$ cat src/rtl/z_result_writeback.sv
// ALU result writeback: captures {Chigh, Clow} into Z and streams it onto the bus as one or two beats.
// Optional zero/negative status flags are built when Z_STATUS_EN is defined.
module z_result_writeback #(
    parameter int unsigned WIDTH = 32
) (
    input  logic             clock,
    input  logic             clear,
    input  logic [WIDTH-1:0] Chigh,
    input  logic [WIDTH-1:0] Clow,
    input  logic             Zin,
    input  logic             wide,
    input  logic             bus_ready,
    output logic [WIDTH-1:0] bus_data,
    output logic             bus_valid,
    output logic             rf_we,
    output logic             lo_we,
    output logic             hi_we,
    output logic             busy,
    output logic [WIDTH-1:0] zhigh_q,
    output logic [WIDTH-1:0] zlow_q,
    output logic [WIDTH-1:0] hi_q,
    output logic [WIDTH-1:0] lo_q,
    output logic             cap_drop,
    output logic             z_flag,
    output logic             n_flag
);

    typedef enum logic [1:0] {
        IDLE    = 2'd0,
        LO_BEAT = 2'd1,
        HI_BEAT = 2'd2
    } state_t;

    state_t           state_q;
    state_t           state_d;
    logic             wide_q;
    logic             wide_d;
    logic [WIDTH-1:0] zhigh_d;
    logic [WIDTH-1:0] zlow_d;
    logic             last_beat;
    logic             capture;

    // Next state; a capture on the final accepted beat chains straight into LO_BEAT.
    always_comb begin
        state_d   = state_q;
        last_beat = bus_ready && ((state_q == HI_BEAT) || ((state_q == LO_BEAT) && !wide_q));
        capture   = Zin && ((state_q == IDLE) || last_beat);
        case (state_q)
            IDLE: begin
                if (capture) state_d = LO_BEAT;
            end
            LO_BEAT: begin
                if (bus_ready) begin
                    if (wide_q)       state_d = HI_BEAT;
                    else if (capture) state_d = LO_BEAT;
                    else              state_d = IDLE;
                end
            end
            HI_BEAT: begin
                if (bus_ready) state_d = capture ? LO_BEAT : IDLE;
            end
            default: state_d = IDLE;
        endcase
        wide_d  = capture ? wide  : wide_q;
        zhigh_d = capture ? Chigh : zhigh_q;
        zlow_d  = capture ? Clow  : zlow_q;
    end

    // State, Z/HI/LO and the beat outputs, which are registered from the next state.
    always_ff @(posedge clock) begin
        if (clear) begin
            state_q   <= IDLE;
            wide_q    <= 1'b0;
            zhigh_q   <= '0;
            zlow_q    <= '0;
            hi_q      <= '0;
            lo_q      <= '0;
            cap_drop  <= 1'b0;
            busy      <= 1'b0;
            bus_valid <= 1'b0;
            bus_data  <= '0;
            rf_we     <= 1'b0;
            lo_we     <= 1'b0;
            hi_we     <= 1'b0;
        end else begin
            state_q <= state_d;
            wide_q  <= wide_d;
            zhigh_q <= zhigh_d;
            zlow_q  <= zlow_d;
            if ((state_q == LO_BEAT) && bus_ready && wide_q) lo_q <= zlow_q;
            if ((state_q == HI_BEAT) && bus_ready)           hi_q <= zhigh_q;
            if (Zin && !capture && (state_q != IDLE))        cap_drop <= 1'b1;
            busy      <= (state_d != IDLE);
            bus_valid <= (state_d != IDLE);
            case (state_d)
                LO_BEAT: bus_data <= zlow_d;
                HI_BEAT: bus_data <= zhigh_d;
                default: bus_data <= '0;
            endcase
            rf_we <= (state_d == LO_BEAT) && !wide_d;
            lo_we <= (state_d == LO_BEAT) && wide_d;
            hi_we <= (state_d == HI_BEAT);
        end
    end

`ifdef Z_STATUS_EN
    // Status flags follow the most recent capture.
    always_ff @(posedge clock) begin
        if (clear) begin
            z_flag <= 1'b0;
            n_flag <= 1'b0;
        end else if (capture) begin
            z_flag <= wide ? ({Chigh, Clow} == '0) : (Clow == '0);
            n_flag <= wide ? Chigh[WIDTH-1] : Clow[WIDTH-1];
        end
    end
`else
    assign z_flag = 1'b0;
    assign n_flag = 1'b0;
`endif

endmodule
$ cat config.mk
export PLATFORM = sky130hd
export DESIGN_NAME = z_result_writeback
export DESIGN_NICKNAME = d
export VERILOG_FILES = /design/src/rtl/z_result_writeback.sv
export SDC_FILE = /design/constraint.sdc
export NUM_CORES = 1
export LEC_CHECK = 0
export CAP_MARGIN = 0
export CELL_PAD_IN_SITES_DETAIL_PLACEMENT = 0
export CELL_PAD_IN_SITES_GLOBAL_PLACEMENT = 1
export CORE_MARGIN = 10
export CORE_UTILIZATION = 32
export CTS_CLUSTER_SIZE = 8
export DETAILED_ROUTE_END_ITERATION = 8
export GPL_TIMING_DRIVEN = 0
export PLACE_DENSITY = 0.81
export SYNTH_ARGS = -nofsm -noshare
export SYNTH_HDL_FRONTEND = slang
export SYNTH_SLANG_ARGS = --single-unit
$ cat constraint.sdc
create_clock -name clock -period 3.29 [get_ports clock]
set_input_delay 0.658 -clock clock [delete_from_list [all_inputs] [get_ports clock]]
set_output_delay 0.658 -clock clock [all_outputs]
set_load 0.01 [all_outputs]
## Yosys cells after proc, flatten, opt, wreduce, memory -nomap -nowiden

Index checks and enable logic that the tools add are counted.

| cells by class | value |
|---|---|
| multiplexer cells | 10 |
| eq/ne operators | 4 |
| reductions and logical operators | 18 |

Operators with widths:

| cell | count |
|---|---|
| $mux 32 | 2 |
| $pmux 32 s2 | 1 |
| $logic_and 1x1->1 | 10 |
| $mux 2 | 4 |
| $pmux 2 s3 | 1 |
| $eq 2x1->1 const B | 2 |
| $eq 2x2->1 const B | 2 |
| $reduce_bool 2->1 | 2 |
| $logic_not 1->1 | 3 |
| $logic_not 2->1 | 1 |
| $logic_or 1x1->1 | 2 |
| $mux 1 | 2 |

| word-level totals | value |
|---|---|
| output and inout bits | 168 |
| word-level logic and storage cells | 44 |
| bits in registers | 168 |

## Longest topological paths before layout

Gate-level depths: netlist of the first run.

| depth | value |
|---|---|
| depth in word-level cells | 12 |
| gate-level depth with buffers | 12 |
| mapped depth without buffers | 9 |

## Worst setup path after synthesis of the first run

Ideal clock, no wire load.

| path | value |
|---|---|
| path kind | input to register |
| from | input bus_ready |
| to | register bus_data[30] |
| setup slack | 0.653 ns |
| data arrival time | 2.514 ns |
| path buffers | 4 |
| stages | 12 |
| data required time | 3.167 ns |
| setup time | 0.123 ns |
| cell sequence | buf_6 -> nor2b_4 -> o21ai_0 -> o31a_1 -> inv_1 -> ha_1 -> clkbuf_1 -> and3b_1 -> clkbuf_1 -> clkbuf_1 -> a221oi_1 -> nor2_1 |

| on the way | value |
|---|---|
| longest elaborated chain between the ends | 9 |
| elaborated cells on any way between the ends | 14 |
| classes of those cells | eq/ne: 2; mux: 9; reduce/logical: 3 |

Ends and longest elaborated chain:

| element | line | RTL |
|---|---|---|
| start, declared | 12 | `input logic bus_ready,` |
| $logic_and 1x1->1 | 46 | `last_beat = bus_ready && ((state_q == HI_BEAT) \|\| ((state_q == LO_BEAT) && !wide_q));` |
| $logic_or 1x1->1 | 47 | `capture = Zin && ((state_q == IDLE) \|\| last_beat);` |
| $logic_and 1x1->1 | 47 |  |
| $mux 1 | 55, 60 |  |
| $mux 2 | 54 | `if (wide_q) state_d = HI_BEAT;` |
| $mux 2 | 53 | `if (bus_ready) begin` |
| $pmux 2 s3 (*) | 48 | `case (state_q)` |
| via state_d[0] | 35 | `state_t state_d;` |
| $eq 2x2->1 or $eq 2x1->1 (tied branches) | 95 | `case (state_d)` |
| $pmux 32 s2 (*) | 95 |  |
| end signal, assigned | 96 | `LO_BEAT: bus_data <= zlow_d;` |
| end signal, assigned | 97 | `HI_BEAT: bus_data <= zhigh_d;` |
| end, declared | 13 | `output logic [WIDTH-1:0] bus_data,` |

The timed path passes the listed nets; every way through them passes the cells marked *.
A chain may end at the register's enable or synchronous reset.

## Worst setup path in the final report of the first run

| path | value |
|---|---|
| from | register state_q[0] |
| to | register bus_data[28] |

| on the way | value |
|---|---|
| elaborated cells on any way between the ends | 19 |
| classes of those cells | eq/ne: 4; mux: 9; reduce/logical: 6 |

RTL lines:

| element | line | RTL |
|---|---|---|
| start, declared | 34 | `state_t state_q;` |
| start signal, assigned | 86 | `state_q <= state_d;` |
| $eq 2x1->1 | 46, 48 |  |
| $logic_and 1x1->1 | 46 |  |
| $logic_or 1x1->1 | 46 |  |
| $logic_and 1x1->1 | 46 |  |
| $logic_or 1x1->1 | 47 |  |
| $logic_and 1x1->1 | 47 |  |
| $mux 2 | 50 | `if (capture) state_d = LO_BEAT;` |
| $pmux 2 s3 (*) | 48 |  |
| via state_d[1] | 35 |  |
| $eq 2x2->1 or $eq 2x1->1 (tied branches) | 95 |  |
| $pmux 32 s2 (*) | 95 |  |

Marked as above.

==> results of run 1 <==
==> area by class of cell <==
type / instances / share of cell area, %
Buffer: 72 / 3.51
Clock buffer: 17 / 4.37
Clock inverter: 15 / 1.94
Inverter: 4 / 0.154
Multi-Input combinational cell: 550 / 28.1
Sequential cell: 168 / 34.5
Tap cell: 265 / 3.40
Timing Repair Buffer: 233 / 23.9
==> where the power goes <==
group / total [mW] / internal, mW / switching [mW]
sequential: 2.17 / 2.10 / 0.0672
combinational: 0.580 / 0.275 / 0.304
clock: 2.12 / 1.21 / 0.911
total: 4.87 / 3.59 / 1.28
==> placed cells by master, fill, tap and decap left out, drive strengths merged, types with 3 or more instances in the layout <==
| master | instances |
|---|---|
| nor2 | 7 |
| ha | 4 |
| clkinvlp | 4 |
| or3 | 31 |
| inv | 10 |
| buf | 23 |
| a22oi | 62 |
| nand2 | 258 |
| clkdlybuf4s50 | 233 |
| bufinv | 3 |
| o21ai | 32 |
| clkbuf | 66 |
| dfxtp | 168 |
| nor2b | 4 |
| a21oi | 130 |
==> worst max path at each step <==
stage	startpoint	end	slack (ps)	cells after the start
6_report	state_q[0]	bus_data[28]	310	11
5_1_grt	state_q[0]	bus_data[29]	6	11
4_1_cts	Zin	bus_data[28]	150	11
3_5_place_dp	Zin	bus_data[16]	-230	11
3_3_place_gp	Zin	bus_data[15]	-340	11
2_1_floorplan	bus_ready	bus_data[30]	650	12
==> registers in the layout, indices dropped and copies added (netlist names) <==
| signal | flops |
|---|---|
| lo_q | 32 |
| cap_drop | 1 |
| zhigh_q | 32 |
| zlow_q | 32 |
| hi_we | 1 |
| lo_we | 1 |
| bus_data | 32 |
| wide_q | 1 |
| busy | 1 |
| rf_we | 1 |
| state_q | 2 |
| hi_q | 32 |
==> worst register-to-register path, stage by stage, from the launching register on <==
cell      delay [ps]
dfxtp_1          450
nor2b_1          190
nand3_1          270
o21a_1           250
inv_1             90
ha_1             270
nor2b_1          180
and2_1           140
clkbuf_1         210
clkbuf_1         510
a22oi_1          130
o21ai_0          200
==> timing repair <==
item / 4_1_cts / 5_1_grt
endpoints found under the setup margin: 0 / 19
endpoints found under the hold margin: 0 / 0
gates resized for setup: 0 / 8
==> metal layers <==
| layer | routed length, um | vias to the layer above | part of all wire, % |
|---|---|---|---|
| met1 | 11300 | 3068 | 43 |
| li1 | - | 3187 | - |
| met4 | 311 | 0 | 1.2 |
| met2 | 12400 | 239 | 47 |
| met5 | 0 | - | 0 |
| met3 | 2150 | 18 | 8.2 |
==> per-stage QoR <==
stage	std cells	util, %	worst slack, ps
2_1_floorplan	794	-	653
3_3_place_gp	1292	46.4	-339
3_5_place_dp	1292	46.4	-229
4_1_cts	1324	49.5	150
5_1_grt	1324	49.6	5.84
6_report	1324	49.6	310
==> kinds of logic (layout without fill, tap and decap cells) <==
kind of cell	after synthesis	after routing	share of synthesized area, %
buf+inv	76	341	5.45
other cells	1	2	0.0581
fa+ha+maj	5	5	0.931
flops	168	168	52.1
simple gates	311	311	20.3
compound gates	232	232	21.2
==> results.toml, run 1 <==
[clock_tree]
cts_root_buf = "clkbuf_16"
post_cts_buffers = 0
cts.reportedPaths.clkPinSlew_ps = 70
cts_hold_buffers = 0
cts_max_level = 4
cts_tree = "yes"
clkLatencyLatePin_ps = 420
cts_buffers = 17
cts.sinks = 168
clk_path_buf_depth = 2

[min_path]
hp-class = "reg2reg"
min_to = "lo_q[2]"
min-delay-start = "lo_q[2]"
hold_path_depth = 2

[pwr]
vdd_ir_drop_max_uv = 347
p_per_area_mw_per_mm2 = 500
p_leak_nw = 3.34
power_mw = 4.87

[routing]
viasPerCell = 4.92
routed_wirelength_um = 26200
routedWlPerCell_um = 19.8
antenna_left = 0
drtIter0Drc = 403
drt_pass1_iterations = 7
drc = 0
vias = 6512

[worst_setup_path]
r2r_slack_ps = 310
crit_chain = "nor2b_1, nand3_1, o21a_1, inv_1, ha_1, nor2b_1, and2_1, clkbuf_1, clkbuf_1, a22oi_1, o21ai_0"
cp_slowest_stage_delay_ps = 510
crit_arrival_ps = 3320
crit_path_max_fanout = 10
start_kind = "flop"
rr_worst_depth = 11
critPathBufInv = 3
crit_type = "reg2reg"
cp_top_family = "buffers and inverters"
worst-endpoint-required_ps = 3630
cpMaxStageDelayCell = "clkbuf_1"
critPathCaptureType = "flop"
r2r-start = "state_q[0]"
r2r_end = "bus_data[28]"

[timing]
worstMarginPinSlew_ps = 694
min_period_over_period_pct = 90.6
setup_viol = 0
max_freq_mhz = 336
tns_ps = 0
drv_slew = 0
fin_crit_ps = 2980
fin_hold_ws_ps = 452
finClkSkew_ps = 8.44
max_slew_margin_pct = 53.7
rsz0062_at_grt = "no"
finalHoldViolCount = 0

[cells_and_area]
antenna_cells = 0
fin_nets = 1119
drive_gt1_share_pct = 6.04
multi_input_area_mm2 = 0.00274
fillers = 1989
seq_area_mm2 = 0.00336
final_area_mm2 = 0.00974
syn2layout_area_growth_pct = 50.9

[synth]
ys_top_cells_by_area = "dfxtp_1 (52%), nand2_1 (15%), a21oi_1 (10%)"
ys_ff_latch = 168
avgSynthCellArea_um2 = 8.14
synth_warnings = 0
syn_inst = 793
yosysTopAreaCellShare_pct = 52.1
synth_top_area_cell = "dfxtp_1"
seq_area_frac_synth_pct = 52.1
ys.flop_type = "dfxtp_1"
yosysMostFrequentCell = "nand2_1"
synth_edf_count = 0
synthTopCellsByCount = "nand2_1 (258), dfxtp_1 (168), a21oi_1 (130), a22oi_1 (62), clkbuf_1 (49)"
synth-async-reset-ratio_pct = 0
ys_types = 34
synthesis.area_mm2 = 0.00645

[floorplanning]
fp.dieH_um = 162
die-area_mm2 = 0.0262
start_util_pct = 32.8
num_rows = 51
ioPinCount = 237
dieWidth_um = 162
core-area_mm2 = 0.0197

[grt]
gr-total-overflow = 0
grt_util_met3_pct = 6.80
grt_max_degree = 17
grt_busiest_layer = "met2"
antenna_found_initial = 0
grt_pass1_vias = 6470
grt_use_met2_pct = 32.0
grt_usage_pct = 19.4
use_met1_pct = 23.7
grt_pass1_wl_um = 39400

[place]
io_buffers = 233
hpwl_um = 19600
dpl_cell_area_mm2 = 0.00912
place.gp.congestion = 0.807

[job]
cap_viol_max_count = 0

[status]
status = "finished clean"
Note: power is estimated with default switching activity, not from simulation.
==> inputs of run 2 (changes only) <==
--- a/config.mk
+++ b/config.mk
@@ -15,3 +15,3 @@
 export GPL_TIMING_DRIVEN = 0
-export PLACE_DENSITY = 0.81
+export PLACE_DENSITY = 0.77
 export SYNTH_ARGS = -nofsm -noshare
==> constraint.sdc (replaced) <==
create_clock -name clock -period 3.29 [get_ports clock]
set_input_delay 0.987 -clock clock [delete_from_list [all_inputs] [get_ports clock]]
set_output_delay 0.987 -clock clock [all_outputs]
set_load 0.01 [all_outputs]
==> run 2 against run 1 <==
Effect of this change: sequential cell count stayed put; sequential power hardly changed; worst hold slack worse by 1.4 ps; combinational power is 1% higher; total power is 0.78% lower; global-route usage is 0.63 points higher; cell area hardly changed; worst setup slack worse by 140 ps; wire length is 3.1% higher; via count is 1.9% higher; critical path type is now in2reg; largest cell class unchanged; largest power group unchanged.
==> results.toml, run 2 (same netlist as run 1, synthesis figures left out) <==
[cells_and_area]
fin_util_pct = 49.6
multi_input_area_mm2 = 0.00274
syn2layout_area_growth_pct = 51.0
layout_commonest_cell = "nand2_1"
final_cell_mix = "nand2_1 (258), clkdlybuf4s50_1 (233), dfxtp_1 (168)"
drive_gt1_share_pct = 6.33
fin_nets = 1118
antenna_cells = 0
final_cells = 1323
fillers = 1987
seq_area_mm2 = 0.00336

[worst_setup_path]
cp_slowest_stage_delay_ps = 630
worst-endpoint-required_ps = 3640
cpMaxStageDelayCell = "clkdlybuf4s50_1"
crit_path_frequent_cell = "o21ai_0"
crit_chain = "clkdlybuf4s50_1, o21ai_0, o31a_1, inv_1, ha_1, clkbuf_1, a22oi_1, or3_1, o21ai_0"
start_kind = "input port"
crit_arrival_ps = 3470
crit_type = "in2reg"
critPathCaptureType = "flop"
crit_path_max_fanout = 10

[grt]
grt_busiest_layer = "met2"
grt_pass1_wl_um = 40400
antenna_found_initial = 0
grt_util_met3_pct = 7.15
use_met1_pct = 24.1
grt_max_degree = 17
grt_use_met2_pct = 32.4
grt_usage_pct = 20.0
gr-total-overflow = 0
grt_pass1_vias = 6569

[timing]
rsz0062_at_grt = "no"
finalWorstSetupSlack_ps = 170
tns_ps = 0
min_period_over_period_pct = 94.8
fin_crit_ps = 3120
worstMarginPinSlew_ps = 766
setup_viol = 0
finClkSkew_ps = 12.5
max_freq_mhz = 320
drv_slew = 0
finalHoldViolCount = 0
fin_hold_ws_ps = 451
max_slew_margin_pct = 48.9

[status]
status = "finished clean"

[clock_tree]
cts_buffers = 17
clk_path_buf_depth = 2
cts_tree = "yes"
cts.reportedPaths.clkPinSlew_ps = 70
post_cts_buffers = 0
cts_max_level = 4
cts.sinks = 168
cts_root_buf = "clkbuf_16"
clkLatencyLatePin_ps = 430
cts_hold_buffers = 0

[floorplanning]
die-area_mm2 = 0.0262
dieWidth_um = 162
fp.dieH_um = 162
core-area_mm2 = 0.0197
num_rows = 51
ioPinCount = 237
start_util_pct = 32.8

[routing]
drt_pass1_iterations = 5
viasPerCell = 5.02
drc = 0
routedWlPerCell_um = 20.4
routed_wirelength_um = 27000
vias = 6637
drtIter0Drc = 389
antenna_left = 0

[pwr]
p_leak_nw = 3.36
vdd_ir_drop_max_uv = 357
p_per_area_mw_per_mm2 = 496

[job]
cap_viol_max_count = 0

[min_path]
hp-class = "reg2reg"

[place]
hpwl_um = 19700
placedCellCount = 1292
pre_cts_slack_ps = -620
place.gp.congestion = 0.779
io_buffers = 233
## run 2: cell types whose count changed in the layout (fill, tap and decap cells not counted), moves of 2 or more
| cell | before | now |
|---|---|---|
| clkbuf_8 | 0 | 5 |
| clkbuf_1 | 45 | 41 |
| buf_2 | 14 | 17 |
| inv_6 | 5 | 2 |
| clkbuf_4 | 0 | 2 |
| clkinvlp_4 | 4 | 2 |
## run 2: area by class of cell
| class | instances | area share, % |
|---|---|---|
| well taps | 265 | 3.40 |
| clock buffers | 23 | 5.11 |
| plain buffers | 71 | 3.57 |
| clock inverters | 9 | 1.14 |
| repair buffers | 233 | 23.9 |
| multi-input cells | 550 | 28.1 |
| flip-flops and latches | 168 | 34.5 |
| inverters | 4 | 0.154 |
## run 2: final timing paths
check	start	to	slack (ps)	depth (start not counted)
worst max-delay path	Zin	bus_data[24]	170	9
worst min-delay path	hi_q[6]	hi_q[6]	450	2
worst max register to register	state_q[0]	bus_data[16]	530	11
worst min register to register	hi_q[6]	hi_q[6]	450	2
## run 2: where the power goes
part	leakage [nW]	total [mW]	switching, mW	internal [mW]
logic	1.69	0.588	0.312	0.276
clock network	0.296	2.08	0.852	1.23
registers	1.37	2.17	0.0666	2.10
total	3.36	4.83	1.23	3.60
## run 2: repair_timing
item / CTS / global route
setup endpoints to repair: 30 / 31
pin swaps: 0 / 0
resized for setup: 6 / 11
## run 2: critical path: cells and delay by family
family | cells | cell delay (ps)
compound gates | 4 | 600
fa+ha+maj | 1 | 320
buf+inv | 3 | 1210
simple gates | 1 | 340
## run 2: metrics by stage
stage                     total power [mW]  area (um2)
after floorplan                       2.44        6460
after global placement                2.80        9120
after detailed placement              2.80        9120
after CTS                             4.88        9740
after global routing                  5.02        9740
final                                 4.84        9740
## run 2: routing by layer
metal	vias up	part of all wire, %
met2	274	47
met4	0	2.2
met3	29	9.3
met5	-	0
met1	3143	42
li1	3191	-
